## src/rtl/verdict_collector.sv

```systemverilog
// verdict_collector
//   Captures the active output streams of the monitor (A and B), tags each
//   record with a cycle timestamp, buffers them in a DEPTH-entry FIFO and
//   drains one record per cycle over a show-ahead valid/ready port.
//   Records that do not fit are counted (saturating) and flagged sticky.
//
// Ports
//   clk_i          clock, all state on rising edge
//   rst_ni         asynchronous active-low reset
//   en_i           capture / timestamp enable
//   out_a_i/aktv_a_i, out_b_i/aktv_b_i   stream values and activity
//   rec_valid_o/rec_ready_i              drain handshake
//   rec_stream_o (0=A,1=B), rec_data_o, rec_time_o   head record
//   count_o        occupancy 0..DEPTH
//   overflow_o     sticky drop flag
//   drop_cnt_o     dropped records, saturating at 0xFFFF
module verdict_collector #(
    parameter int DEPTH  = 8,
    parameter int DATA_W = 64,
    parameter int TS_W   = 32
) (
    input  logic                     clk_i,
    input  logic                     rst_ni,
    input  logic                     en_i,
    input  logic [DATA_W-1:0]        out_a_i,
    input  logic                     aktv_a_i,
    input  logic [DATA_W-1:0]        out_b_i,
    input  logic                     aktv_b_i,
    output logic                     rec_valid_o,
    input  logic                     rec_ready_i,
    output logic                     rec_stream_o,
    output logic [DATA_W-1:0]        rec_data_o,
    output logic [TS_W-1:0]          rec_time_o,
    output logic [$clog2(DEPTH):0]   count_o,
    output logic                     overflow_o,
    output logic [15:0]              drop_cnt_o
);

    localparam int AW = $clog2(DEPTH);
    localparam logic [AW:0] DEPTH_C = (AW+1)'(DEPTH);

    logic              stream_q [DEPTH];
    logic [DATA_W-1:0] data_q   [DEPTH];
    logic [TS_W-1:0]   time_q   [DEPTH];

    logic [AW-1:0] wr_ptr_q, wr_ptr_d, rd_ptr_q, rd_ptr_d, wr_ptr_b;
    logic [AW:0]   count_q, count_d, free;
    logic [TS_W-1:0] ts_q, ts_d;
    logic          overflow_q, overflow_d;
    logic [15:0]   drop_cnt_q, drop_cnt_d;
    logic [16:0]   drop_sum;
    logic          cap_a, cap_b, wr_a, wr_b, pop;
    logic [1:0]    n_act, n_wr, n_drop;

    always_comb begin
        // Free space uses the pre-edge count: a same-cycle pop does not
        // make room for this cycle's captures.
        free   = DEPTH_C - count_q;
        cap_a  = en_i & aktv_a_i;
        cap_b  = en_i & aktv_b_i;
        wr_a   = cap_a && (free != '0);
        // B needs one slot beyond whatever A consumed; if A was dropped
        // (free==0) this is also false, so A always precedes B.
        wr_b   = cap_b && (free > {{AW{1'b0}}, wr_a});
        n_act  = {1'b0, cap_a} + {1'b0, cap_b};
        n_wr   = {1'b0, wr_a} + {1'b0, wr_b};
        n_drop = n_act - n_wr;
        pop    = (count_q != '0) && rec_ready_i;

        wr_ptr_b   = wr_ptr_q + AW'(wr_a);
        wr_ptr_d   = wr_ptr_q + AW'(n_wr);
        rd_ptr_d   = rd_ptr_q + AW'(pop);
        count_d    = count_q + (AW+1)'(n_wr) - (AW+1)'(pop);
        ts_d       = en_i ? ts_q + 1'b1 : ts_q;
        overflow_d = overflow_q | (n_drop != 2'd0);
        drop_sum   = {1'b0, drop_cnt_q} + 17'(n_drop);
        drop_cnt_d = drop_sum[16] ? 16'hFFFF : drop_sum[15:0];
    end

    always_ff @(posedge clk_i or negedge rst_ni) begin
        if (!rst_ni) begin
            wr_ptr_q   <= '0;
            rd_ptr_q   <= '0;
            count_q    <= '0;
            ts_q       <= '0;
            overflow_q <= 1'b0;
            drop_cnt_q <= '0;
        end else begin
            wr_ptr_q   <= wr_ptr_d;
            rd_ptr_q   <= rd_ptr_d;
            count_q    <= count_d;
            ts_q       <= ts_d;
            overflow_q <= overflow_d;
            drop_cnt_q <= drop_cnt_d;
        end
    end

    // Storage is cleared on reset so the show-ahead head reads zero while
    // the FIFO is freshly reset.
    always_ff @(posedge clk_i or negedge rst_ni) begin
        if (!rst_ni) begin
            for (int i = 0; i < DEPTH; i++) begin
                stream_q[i] <= 1'b0;
                data_q[i]   <= '0;
                time_q[i]   <= '0;
            end
        end else begin
            if (wr_a) begin
                stream_q[wr_ptr_q] <= 1'b0;
                data_q[wr_ptr_q]   <= out_a_i;
                time_q[wr_ptr_q]   <= ts_q;
            end
            if (wr_b) begin
                stream_q[wr_ptr_b] <= 1'b1;
                data_q[wr_ptr_b]   <= out_b_i;
                time_q[wr_ptr_b]   <= ts_q;
            end
        end
    end

    assign rec_valid_o  = (count_q != '0);
    assign rec_stream_o = stream_q[rd_ptr_q];
    assign rec_data_o   = data_q[rd_ptr_q];
    assign rec_time_o   = time_q[rd_ptr_q];
    assign count_o      = count_q;
    assign overflow_o   = overflow_q;
    assign drop_cnt_o   = drop_cnt_q;

endmodule

```

## config.mk

```make
export PLATFORM = sky130hd
export DESIGN_NAME = verdict_collector
export DESIGN_NICKNAME = d
export VERILOG_FILES = /design/src/rtl/verdict_collector.sv
export SDC_FILE = /design/constraint.sdc
export NUM_CORES = 2
export LEC_CHECK = 0
export BUFFER_PORTS_ARGS = -buffer_cell sky130_fd_sc_hd__buf_2
export CELL_PAD_IN_SITES_DETAIL_PLACEMENT = 0
export CELL_PAD_IN_SITES_GLOBAL_PLACEMENT = 1
export CORE_ASPECT_RATIO = 0.9
export CORE_MARGIN = 2
export CORE_UTILIZATION = 49
export CTS_BUF_LIST = sky130_fd_sc_hd__clkbuf_2 sky130_fd_sc_hd__clkbuf_4 sky130_fd_sc_hd__clkbuf_8
export DETAILED_ROUTE_END_ITERATION = 10
export MAX_ROUTING_LAYER = met4
export PLACE_DENSITY_LB_ADDON = 0.12
export SETUP_SLACK_MARGIN = 0.3
export SLEW_MARGIN = 20
export SYNTH_ARGS = -nofsm -noshare
export SYNTH_HDL_FRONTEND = slang
export SYNTH_SLANG_ARGS = --single-unit
```

## constraint.sdc

```tcl
create_clock -name clk_i -period 4.1 [get_ports clk_i]
set_clock_uncertainty 0.15 [all_clocks]
set_input_delay 0.615 -clock clk_i [delete_from_list [all_inputs] [get_ports clk_i]]
set_output_delay 0.615 -clock clk_i [all_outputs]
set_load 0.03 [all_outputs]
```

==> flow_metrics.tcl <==
set metrics [dict create \
    status "complete, no violations" \
    cts.sink_count 835 \
    numCtsBuffers 145 \
    synthXorXnorAreaFrac_pct 0.977 \
    syn_avg_cell_area_um2 14.9 \
    max-vdd-ir-drop_uv 515 \
    insertion_delay_ns 0.79 \
    synthFlopType "dfrtp_1" \
    path_max_fanout 32 \
    setup_ws_ns 0.322 \
    fillers 7066 \
    power_density_nw_per_um2 759 \
    grt_pass1_wl_um 182000 \
    fmax_mhz 265 \
    antenna_found_initial 20 \
    rows 104 \
    startpoint_type "register" \
    routed_wl_um 118000 \
    hold_depth 3 \
    finalCriticalPeriod_ns 3.78 \
    ys_seq_area_share_pct 47.6 \
    fin_setup_tns_ns 0 \
    leakagePower_nw 23.0 \
    syn_inst 2939 \
    drt_iter0_markers 1465 \
    holdPathEnd "ts_q[0]$_DFFE_PN0P_" \
    wl_met3_um 6150 \
    top_layer "met4" \
    first_pass_iters 7 \
    io_pins 253 \
    synth_top_family_by_area "multiplexers" \
    hold_viol_final 0 \
    hp-class "in -> reg" \
    layout.nets 3442 \
    tightest_slew_ns 1.01 \
    ys_types 54 \
    cp_data_arrival_time_ns 4.29 \
    r2r_slack_ns 0.32 \
    synth_area_um2 43900 \
    async_reset_ff_share_pct 100 \
    grt_pass1_vias 30100 \
    track_usage_pct 26.7 \
    timing.rr.end "time_q[118]$_DFF_PN0_" \
    maxCapViolations 0 \
    num_vias 27000 \
    drc 0 \
    r2r_cells 12 \
    synth_compound_area_share_pct 0.598 \
    worstSetupPathType "reg -> reg" \
    dp_hpwl_um 67200 \
    whs_ns 0.111 \
    dieArea_um2 92000 \
    cts-htree-levels 4 \
    syn2layout_area_growth_pct 16.5 \
    layout-drive-gt1-share_pct 63.9 \
    finalSetupViolCount 0 \
    tritoncts "yes" \
    regToRegStartpoint "count_o[1]$_DFF_PN0_" \
    die_y_um 288 \
    min-delay-start "en_i" \
    overflow 0 \
    cp-end-kind "register" \
    coreArea_um2 89100 \
    die_w_um 320 \
    grt_max_degree 115 \
    numPortBuffers 252 \
    max-slew-margin-rel_pct 32.8 \
    clockBufferDepth 3 \
    wl_met1_um 51200 \
    syn-num-nets 3093 \
    clk_pin_slew_worst_paths_ns 0.06 \
    grt_setup_unrepaired "true" \
    drv_slew 0 \
    synthAdderAreaFrac_pct 0.621 \
    gp_congestion 0.826 \
    synthSimpleGateAreaFrac_pct 1.97 \
    antenna_left 0 \
    required_ns 4.62 \
    synthMuxAreaShare_pct 45.7 \
    wl_met2_um 58000 \
    finalCritPeriodShare_pct 92.1 \
    wire_per_inst_um 25.8 \
    start_util_pct 49.3 \
    synth-edff-count 0 \
    avgViaCountPerCell 5.91 \
    yosysWarnings 0 \
    cts-root-buf "clkbuf_8" \
    preCtsSetupSlack_ns 0.0205 \
    synth_seq_cells 835 \
]
## synthesized netlist by cell type, types with 4 or more instances
| cell type | count | area, um2 |
|---|---|---|
| mux2_2 | 1253 | 14100 |
| dfrtp_1 | 835 | 20900 |
| mux4_2 | 194 | 4370 |
| clkbuf_1 | 87 | 327 |
| buf_2 | 85 | 425 |
| mux2_1 | 82 | 923 |
| buf_1 | 58 | 218 |
| nand2_1 | 49 | 184 |
| mux2_4 | 44 | 661 |
| nor2_1 | 33 | 124 |
| xor2_1 | 26 | 228 |
| xnor2_1 | 23 | 201 |
| inv_1 | 21 | 78.8 |
| ha_1 | 17 | 213 |
| nand3_1 | 16 | 80.1 |
| nand4_1 | 13 | 81.3 |
| nor3_1 | 12 | 60.1 |
| and3_1 | 9 | 56.3 |
| a21oi_1 | 8 | 40.0 |
| a2111oi_0 | 7 | 61.3 |
| buf_6 | 6 | 67.6 |
| and4_1 | 5 | 43.8 |
| o21ai_0 | 5 | 25.0 |
| nor2b_1 | 4 | 25.0 |
| o2111a_1 | 4 | 45.0 |
| or3_1 | 4 | 25.0 |
| or3b_1 | 4 | 35.0 |
## stage by stage
| stage | power (mW) | utilization (%) | instances | instance area (um2) |
|---|---|---|---|---|
| after global routing | 41.1 | 57.4 | 4573 | 51200 |
| after floorplan | 25.9 | - | 2939 | 43900 |
| after CTS | 39.1 | 57.1 | 4548 | 50900 |
| final | 38.8 | 57.4 | 4574 | 51200 |
| after global placement | 30.1 | 52.8 | 4219 | 47100 |
| after detailed placement | 30.8 | 52.8 | 4220 | 47100 |
## power by group
group	internal [mW]	switching, mW	leakage [nW]
Combinational	9.61	8.29	11.0
Clock	4.47	3.48	1.61
Sequential	11.3	1.67	10.4
## sequential cells by signal, indices dropped and copies added, names as in the netlist
| register | cells |
|---|---|
| count_o | 4 |
| data_q | 512 |
| drop_cnt_o | 16 |
| overflow_o | 1 |
| rd_ptr_q | 3 |
| stream_q | 8 |
| time_q | 256 |
| ts_q | 32 |
| wr_ptr_q | 3 |
## how the worst max path moves through the flow
| stage | start | to | slack [ns] |
|---|---|---|---|
| floorplan | count_o[1]$_DFF_PN0_ | time_q[54]$_DFF_PN0_ | 0.28 |
| finish | count_o[1]$_DFF_PN0_ | time_q[118]$_DFF_PN0_ | 0.32 |
| CTS | count_o[1]$_DFF_PN0_ | drop_cnt_o[15]$_DFF_PN0_ | 0.25 |
| global placement | count_o[0]$_DFF_PN0_ | drop_cnt_o[15]$_DFF_PN0_ | 0.15 |
| global route | count_o[1]$_DFF_PN0_ | time_q[121]$_DFF_PN0_ | 0.20 |
| detailed placement | count_o[0]$_DFF_PN0_ | drop_cnt_o[15]$_DFF_PN0_ | 0.02 |
## routing by layer
layer  vias to the layer above  track usage [%]
met4                         0             8.36
met1                     14400             34.0
met2                       653             43.2
met5                         -                -
met3                       217             5.56
li1                      11700                -
## cells by family after synthesis
family                     count (synthesis)
muxes                                   1574
DFF                                      835
buffers and inverters                    258
and+or+nand+nor                          168
xor gates and xnor gates                  49
AOI/OAI and AO/OA                         35
adders and majority gates                 20
## cell usage in the layout (no fill, tap or decap), drive strengths merged, types with 3 or more instances in the layout
master	count
mux2	1379
dfrtp	835
buf	370
clkbuf	236
mux4	194
dlygate4sd3	65
nand2	49
nor2	35
inv	28
xor2	26
xnor2	23
diode	18
ha	17
nand3	16
nand4	14
nor3	12
and3	9
a21oi	8
a2111oi	8
clkinv	7
o21ai	6
or3b	5
and4	5
nor2b	4
o2111a	4
or3	4
and2	3
or4	3
fa	3
## repair_timing
action	in CTS	in global routing
endpoints found under the setup margin	380	294
resized for setup	14	22
buffers inserted	13	6
hold buffers	65	0
cloned	1	2
pin swaps	4	12
hold endpoints to repair	573	0
## final cells by class
class                           count  area (um2)  share of cell area (%)
Tap cell                         1166        1460                    2.85
Multi-Input combinational cell   1847       22200                    43.3
Inverter                           22        82.6                   0.161
Timing Repair Buffer              437        3500                    6.84
Clock buffer                      234        2900                    5.67
Clock inverter                     15         118                   0.230
Sequential cell                   835       20900                    40.9
Antenna cell                       18        45.0                  0.0880
## worst max-delay path, cell delays in order, from the launching register on
cell and delay, ns:
dfrtp_2 0.45, inv_2 0.11, ha_4 0.15, and2b_2 0.21
nand4_2 0.14, and3_1 0.21, ha_1 0.34, or3_1 0.42
a2111oi_2 0.45, buf_4 0.20, or3b_2 0.14, buf_12 0.25
mux2_2 0.37
No activity file was read; power rests on OpenSTA's default activity.
